### src/rtl/adder_seq_ctrl_if.sv
// adder_seq_ctrl_if: request/result bundle between a requester and adder_seq_ctrl.
//
// Signals
//   start_valid / start_ready  request handshake; a, b, cin qualify start_valid
//   sum, cout                  result, qualified by done_valid
//   done_valid / done_ready    result handshake
//   busy                       sequencer is running or holding a result
//
// Modports
//   master  requester side (drives request, consumes result)
//   slave   sequencer side
interface adder_seq_ctrl_if #(
   parameter int unsigned WIDTH = 16
);
   logic             start_valid;
   logic             start_ready;
   logic [WIDTH-1:0] a;
   logic [WIDTH-1:0] b;
   logic             cin;
   logic [WIDTH-1:0] sum;
   logic             cout;
   logic             done_valid;
   logic             done_ready;
   logic             busy;

   modport master (
      output start_valid, a, b, cin, done_ready,
      input  start_ready, sum, cout, done_valid, busy
   );

   modport slave (
      input  start_valid, a, b, cin, done_ready,
      output start_ready, sum, cout, done_valid, busy
   );
endinterface

### src/rtl/adder_seq_ctrl.sv
// adder_seq_ctrl: adds two WIDTH-bit operands over N = WIDTH/SLICE cycles using one
// SLICE-bit ripple-carry slice, LSB slice first. The result is returned with a
// valid/ready handshake and held until taken.
//
// Ports
//   clk   rising-edge clock
//   rst   asynchronous active-high reset
//   bus   adder_seq_ctrl_if.slave: request (start_valid/ready, a, b, cin),
//         result (done_valid/ready, sum, cout) and busy status
//
// WIDTH must be a multiple of SLICE with at least two slices.
module adder_seq_ctrl #(
   parameter int unsigned WIDTH = 16,
   parameter int unsigned SLICE = 4
) (
   input logic             clk,
   input logic             rst,
   adder_seq_ctrl_if.slave bus
);

   localparam int unsigned N    = WIDTH / SLICE;
   localparam int unsigned CntW = (N > 1) ? $clog2(N) : 1;

   typedef enum logic [1:0] {StIdle, StRun, StDone} state_e;

   state_e            state_q, state_d;
   logic [WIDTH-1:0]  a_q, b_q, sum_q;
   logic              carry_q, cout_q;
   logic [CntW-1:0]   cnt_q;

   logic [SLICE-1:0]  slice_sum;
   logic              slice_cout;
   logic              rip_c;
   logic              accept;
   logic              last;

   assign accept = (state_q == StIdle) && bus.start_valid;
   assign last   = (cnt_q == CntW'(N - 1));

   // Slice adder: full-adder chain over the low SLICE bits of the shifting operands.
   always_comb begin
      slice_sum = '0;
      rip_c     = carry_q;
      for (int unsigned i = 0; i < SLICE; i++) begin
         slice_sum[i] = a_q[i] ^ b_q[i] ^ rip_c;
         rip_c        = (a_q[i] & b_q[i]) | (rip_c & (a_q[i] ^ b_q[i]));
      end
      slice_cout = rip_c;
   end

   // State register
   always_ff @(posedge clk or posedge rst) begin
      if (rst) begin
         state_q <= StIdle;
      end else begin
         state_q <= state_d;
      end
   end

   // Next-state logic
   always_comb begin
      state_d = state_q;
      unique case (state_q)
         StIdle:  if (bus.start_valid)  state_d = StRun;
         StRun:   if (last)             state_d = StDone;
         StDone:  if (bus.done_ready)   state_d = StIdle;
         default:                       state_d = StIdle;
      endcase
   end

   // Datapath: operands shift out LSB-first, sum fills in from the top so that
   // after N slices the first slice lands at the bottom.
   always_ff @(posedge clk or posedge rst) begin
      if (rst) begin
         a_q     <= '0;
         b_q     <= '0;
         sum_q   <= '0;
         carry_q <= 1'b0;
         cout_q  <= 1'b0;
         cnt_q   <= '0;
      end else if (accept) begin
         a_q     <= bus.a;
         b_q     <= bus.b;
         carry_q <= bus.cin;
         cnt_q   <= '0;
      end else if (state_q == StRun) begin
         a_q     <= a_q >> SLICE;
         b_q     <= b_q >> SLICE;
         sum_q   <= {slice_sum, sum_q[WIDTH-1:SLICE]};
         carry_q <= slice_cout;
         cnt_q   <= cnt_q + CntW'(1);
         if (last) begin
            cout_q <= slice_cout;
         end
      end
   end

   // Outputs depend only on registered state.
   always_comb begin
      bus.start_ready = (state_q == StIdle);
      bus.busy        = (state_q != StIdle);
      bus.done_valid  = (state_q == StDone);
      bus.sum         = sum_q;
      bus.cout        = cout_q;
   end

endmodule
### src/flat_wrapper.sv
// flat-port wrapper written by rule: the top's interface ports become plain ports
module adder_seq_ctrl_flat 
#(
   parameter int unsigned WIDTH = 16,
   parameter int unsigned SLICE = 4
)
  (clk, rst, bus_start_valid, bus_a, bus_b, bus_cin, bus_done_ready, bus_start_ready, bus_sum, bus_cout, bus_done_valid, bus_busy);
  adder_seq_ctrl_if #(.WIDTH(WIDTH)) bus_i ();
  input logic clk;
  input logic rst;
  input wire logic [$bits(bus_i.start_valid)-1:0] bus_start_valid;
  input wire logic [$bits(bus_i.a)-1:0] bus_a;
  input wire logic [$bits(bus_i.b)-1:0] bus_b;
  input wire logic [$bits(bus_i.cin)-1:0] bus_cin;
  input wire logic [$bits(bus_i.done_ready)-1:0] bus_done_ready;
  output wire logic [$bits(bus_i.start_ready)-1:0] bus_start_ready;
  output wire logic [$bits(bus_i.sum)-1:0] bus_sum;
  output wire logic [$bits(bus_i.cout)-1:0] bus_cout;
  output wire logic [$bits(bus_i.done_valid)-1:0] bus_done_valid;
  output wire logic [$bits(bus_i.busy)-1:0] bus_busy;
  assign bus_i.start_valid = bus_start_valid;
  assign bus_i.a = bus_a;
  assign bus_i.b = bus_b;
  assign bus_i.cin = bus_cin;
  assign bus_i.done_ready = bus_done_ready;
  assign bus_start_ready = bus_i.start_ready;
  assign bus_sum = bus_i.sum;
  assign bus_cout = bus_i.cout;
  assign bus_done_valid = bus_i.done_valid;
  assign bus_busy = bus_i.busy;
  adder_seq_ctrl #(.WIDTH(WIDTH), .SLICE(SLICE)) u_core (.clk(clk), .rst(rst), .bus(bus_i));
endmodule
### config.mk
export PLATFORM = sky130hd
export DESIGN_NAME = adder_seq_ctrl_flat
export DESIGN_NICKNAME = d
export VERILOG_FILES = /design/src/rtl/adder_seq_ctrl_if.sv /design/src/rtl/adder_seq_ctrl.sv /design/src/flat_wrapper.sv
export SDC_FILE = /design/constraint.sdc
export NUM_CORES = 1
export LEC_CHECK = 0
export CAP_MARGIN = 20
export CORE_ASPECT_RATIO = 1.2
export CORE_MARGIN = 2
export CORE_UTILIZATION = 46
export DETAILED_ROUTE_END_ITERATION = 10
export PLACE_DENSITY = 0.76
export SLEW_MARGIN = 20
export SYNTH_ARGS = -nofsm -noshare
export SYNTH_HDL_FRONTEND = slang
export SYNTH_SLANG_ARGS = --single-unit
### constraint.sdc
create_clock -name clk -period 2.15 [get_ports clk]
set_input_delay 0.215 -clock clk [delete_from_list [all_inputs] [get_ports clk]]
set_output_delay 0.215 -clock clk [all_outputs]
set_load 0.1 [all_outputs]
==> flow_metrics.py, run 1 <==
metrics = {
    "floorplanning": {
        "die_area_sq_mm": 0.00668,
        "rows": 31,
        "core_area_sq_mm": 0.00593,
        "initial_utilization": 0.468,
        "die_h_microns": 89.1,
        "io_pins": 57,
        "die_width_microns": 74.9,
    },
    "global_routing": {
        "grt_max_degree": 45,
        "antenna_found_initial": 0,
        "grt_pass1_wl_microns": 8650,
        "grt_overflow": 0,
        "grt_pass1_vias": 1827,
        "track_usage": 0.172,
    },
    "final_layout": {
        "post-route-util": 0.585,
        "layout-drive-gt1-share": 0.270,
        "final_cell_mix": "dfrtp_1 (52), clkdlybuf4s50_1 (36), inv_1 (29)",
        "layout_commonest_cell": "dfrtp_1",
        "final_area_sq_mm": 0.00347,
        "antenna_cells": 0,
        "layout.nets": 319,
        "area_growth_pct": 25.0,
    },
    "drt": {
        "initialDrtViolationCount": 58,
        "drt-pass1-iter-count": 4,
        "viasPerCell": 5.22,
        "ant_nets": 0,
        "drc": 0,
        "wire_per_inst_microns": 14.4,
        "wirelength_microns": 5170,
        "vias": 1879,
    },
    "yosys": {
        "synthDistinctLibCells": 34,
        "synthXorXnorAreaFrac": 0,
        "synthAdderAreaFrac": 0.0333,
        "synth_compound_gate_area_share": 0.134,
        "ys_ff_latch": 54,
        "synth_nets": 267,
        "synth-simple-area-share": 0.179,
        "netlist_area_sq_mm": 0.00278,
        "ys.warnings.count": 0,
        "synth_top_family_by_area": "simple AND/OR/NAND/NOR gates",
        "syn_area_per_cell_sq_um": 12.3,
        "synth_cells": 225,
        "muxShareOfSynthArea": 0.0716,
        "yosysSeqAreaShare": 0.486,
    },
    "critical_path": {
        "crit_chain": "inv_2, fa_1, inv_1, fa_2, fa_2, inv_2, fa_2, mux2i_1",
        "cp_slowest_stage_delay_ps": 420,
        "slowest_stage": "fa_2",
        "end_kind": "register",
        "r2r_setup_slack_ps": 120,
        "worst-setup-path-type": "reg2reg",
        "crit_top_cell": "fa_2",
        "critPathLaunchType": "register",
        "worstPathArrival_ps": 2270,
        "crit_required_ps": 2390,
        "cp_top_family": "adder cells",
        "path_max_fanout": 2,
        "path_buf_inv": 3,
    },
    "clocking": {
        "cts_tree": "done",
        "clock_sinks": 54,
        "cts_hold_buf": 0,
        "htree_levels": 2,
        "clkLatencyLatePin_ps": 310,
        "clk_pin_slew_worst_paths_ps": 90,
        "cts_made_buffers": 5,
        "root_buffer": "clkbuf_8",
        "cts_setup_buffers": 0,
        "clock_path_buffers": 2,
    },
    "sta": {
        "finClkSkew_ps": 11.5,
        "fin_crit_ps": 2030,
        "finalHoldViolCount": 0,
        "slew_viol_final": 0,
        "max_freq_ghz": 0.492,
        "rsz0062_at_grt": "yes",
        "worst_pin_slew_ps": 555,
        "min_period_over_period": 0.945,
        "setup_viol": 0,
        "slew_headroom": 0.629,
        "worst_slack_ps": 118,
    },
    "flow_run": {
        "drv_cap": 0,
    },
    "run_status": {
        "outcome": "finished clean",
    },
    "place": {
        "portBuffers": 56,
        "detailed_place.area_sq_mm": 0.00337,
        "routabilityCongestion": 0.803,
        "hpwlAfterDp_microns": 3780,
        "dp_slack_ps": 7.59,
    },
    "worst_hold_path": {
        "min_path_type": "in2async",
    },
}
[worst paths after layout]
check	from	depth (start not counted)	to
max in group asynchronous	rst	3	u_core.state_q[0]
worst max-delay path	u_core.carry_q	8	u_core.bus.sum[15]
worst min register to register	u_core.a_q[12]	1	u_core.a_q[12]
min in group clk	bus_done_ready	2	u_core.state_q[1]
worst min-delay path	rst	2	u_core.bus.sum[15]
worst max register to register	u_core.carry_q	8	u_core.bus.sum[15]
[kinds of logic (layout without fill, tap and decap cells)]
kind of cell / after synthesis / in the layout
AND/OR/NAND/NOR: 57 / 57
AO/OA/AOI/OAI: 37 / 37
flip-flops: 54 / 54
buffers and inverters: 54 / 107
multiplexers: 18 / 18
adder cells (fa/ha/maj): 5 / 5
[what timing repair did]
item | 4_1_cts | 5_1_grt
resized for setup | 2 | 5
pin swaps | 0 | 1
endpoints found under the setup margin | 1 | 2
[final cells by class]
class	instances	area (sq um)
Clock buffer	7	86.3
Clock inverter	1	5.00
Fill cell	499	2460
Inverter	34	128
Multi-Input combinational cell	117	1170
Sequential cell	54	1350
Tap cell	82	103
Timing Repair Buffer	65	628
[synth_stat cells]
master | instances | area share
mux2i_1 | 3 | 0.011
nor4b_1 | 10 | 0.032
a221oi_1 | 3 | 0.0095
or2_2 | 2 | 0.0045
a222oi_1 | 2 | 0.0072
o21bai_4 | 1 | 0.0068
nand2_1 | 2 | 0.0027
a21oi_1 | 1 | 0.0018
fa_1 | 4 | 0.029
nand3b_1 | 1 | 0.0027
mux2_2 | 1 | 0.0041
nor2b_1 | 2 | 0.0045
ha_1 | 1 | 0.0045
dfrtp_1 | 54 | 0.49
o21ai_0 | 1 | 0.0018
nor3b_2 | 1 | 0.0045
o221ai_1 | 1 | 0.0032
mux2_1 | 14 | 0.057
a211oi_2 | 2 | 0.0090
buf_2 | 8 | 0.014
nor4bb_1 | 1 | 0.0036
nor3b_1 | 12 | 0.032
a221oi_2 | 8 | 0.043
a21o_1 | 1 | 0.0027
clkbuf_1 | 2 | 0.0027
nor4b_2 | 13 | 0.070
a22o_1 | 7 | 0.022
a211oi_1 | 10 | 0.027
nand2b_1 | 1 | 0.0023
nor2b_4 | 1 | 0.0050
inv_1 | 34 | 0.046
buf_4 | 6 | 0.016
nor2_1 | 11 | 0.015
buf_6 | 4 | 0.016
[through the flow]
| stage | setup TNS (ps) | hold slack (ps) | std cells |
|---|---|---|---|
| detailed placement | 0 | 472 | 352 |
| floorplan | 0 | 323 | 225 |
| CTS | 0 | 280 | 360 |
| global placement | 0 | 462 | 352 |
| finish | 0 | 264 | 360 |
| global route | -1.94 | 318 | 360 |
[per-layer routing]
metal	track usage	part of all wire	wire length, microns	up-vias
met3	0.0316	0.050	261	8
met2	0.276	0.50	2600	51
met1	0.229	0.43	2220	917
met5	0	0	0	-
met4	0.0682	0.018	92	0
li1	-	-	-	903
[state kept, by name (all words and copies together), names as in the netlist]
signal	count
u_core.carry_q	1
u_core.b_q	16
u_core.a_q	16
u_core.bus.cout	1
u_core.bus.sum	16
u_core.state_q	2
u_core.cnt_q	2
[worst reg2reg max path: stages (launching register included)]
cell and delay (ps):
dfrtp_1 380, inv_2 70, fa_1 170, inv_1 60, fa_2 340, fa_2 340
inv_2 70, fa_2 420, mux2i_1 130
Power of run 1 is not shown: default switching activity piles up to over one toggle a cycle in this logic, so the estimate is an artifact.
==> inputs of run 2 (changes only) <==
- SLEW_MARGIN: 20 -> 5
==> results of run 2 <==
No change in the layout: final DEF, timing and power equal those of run 1.
Power of run 2 is left out for the same reason.
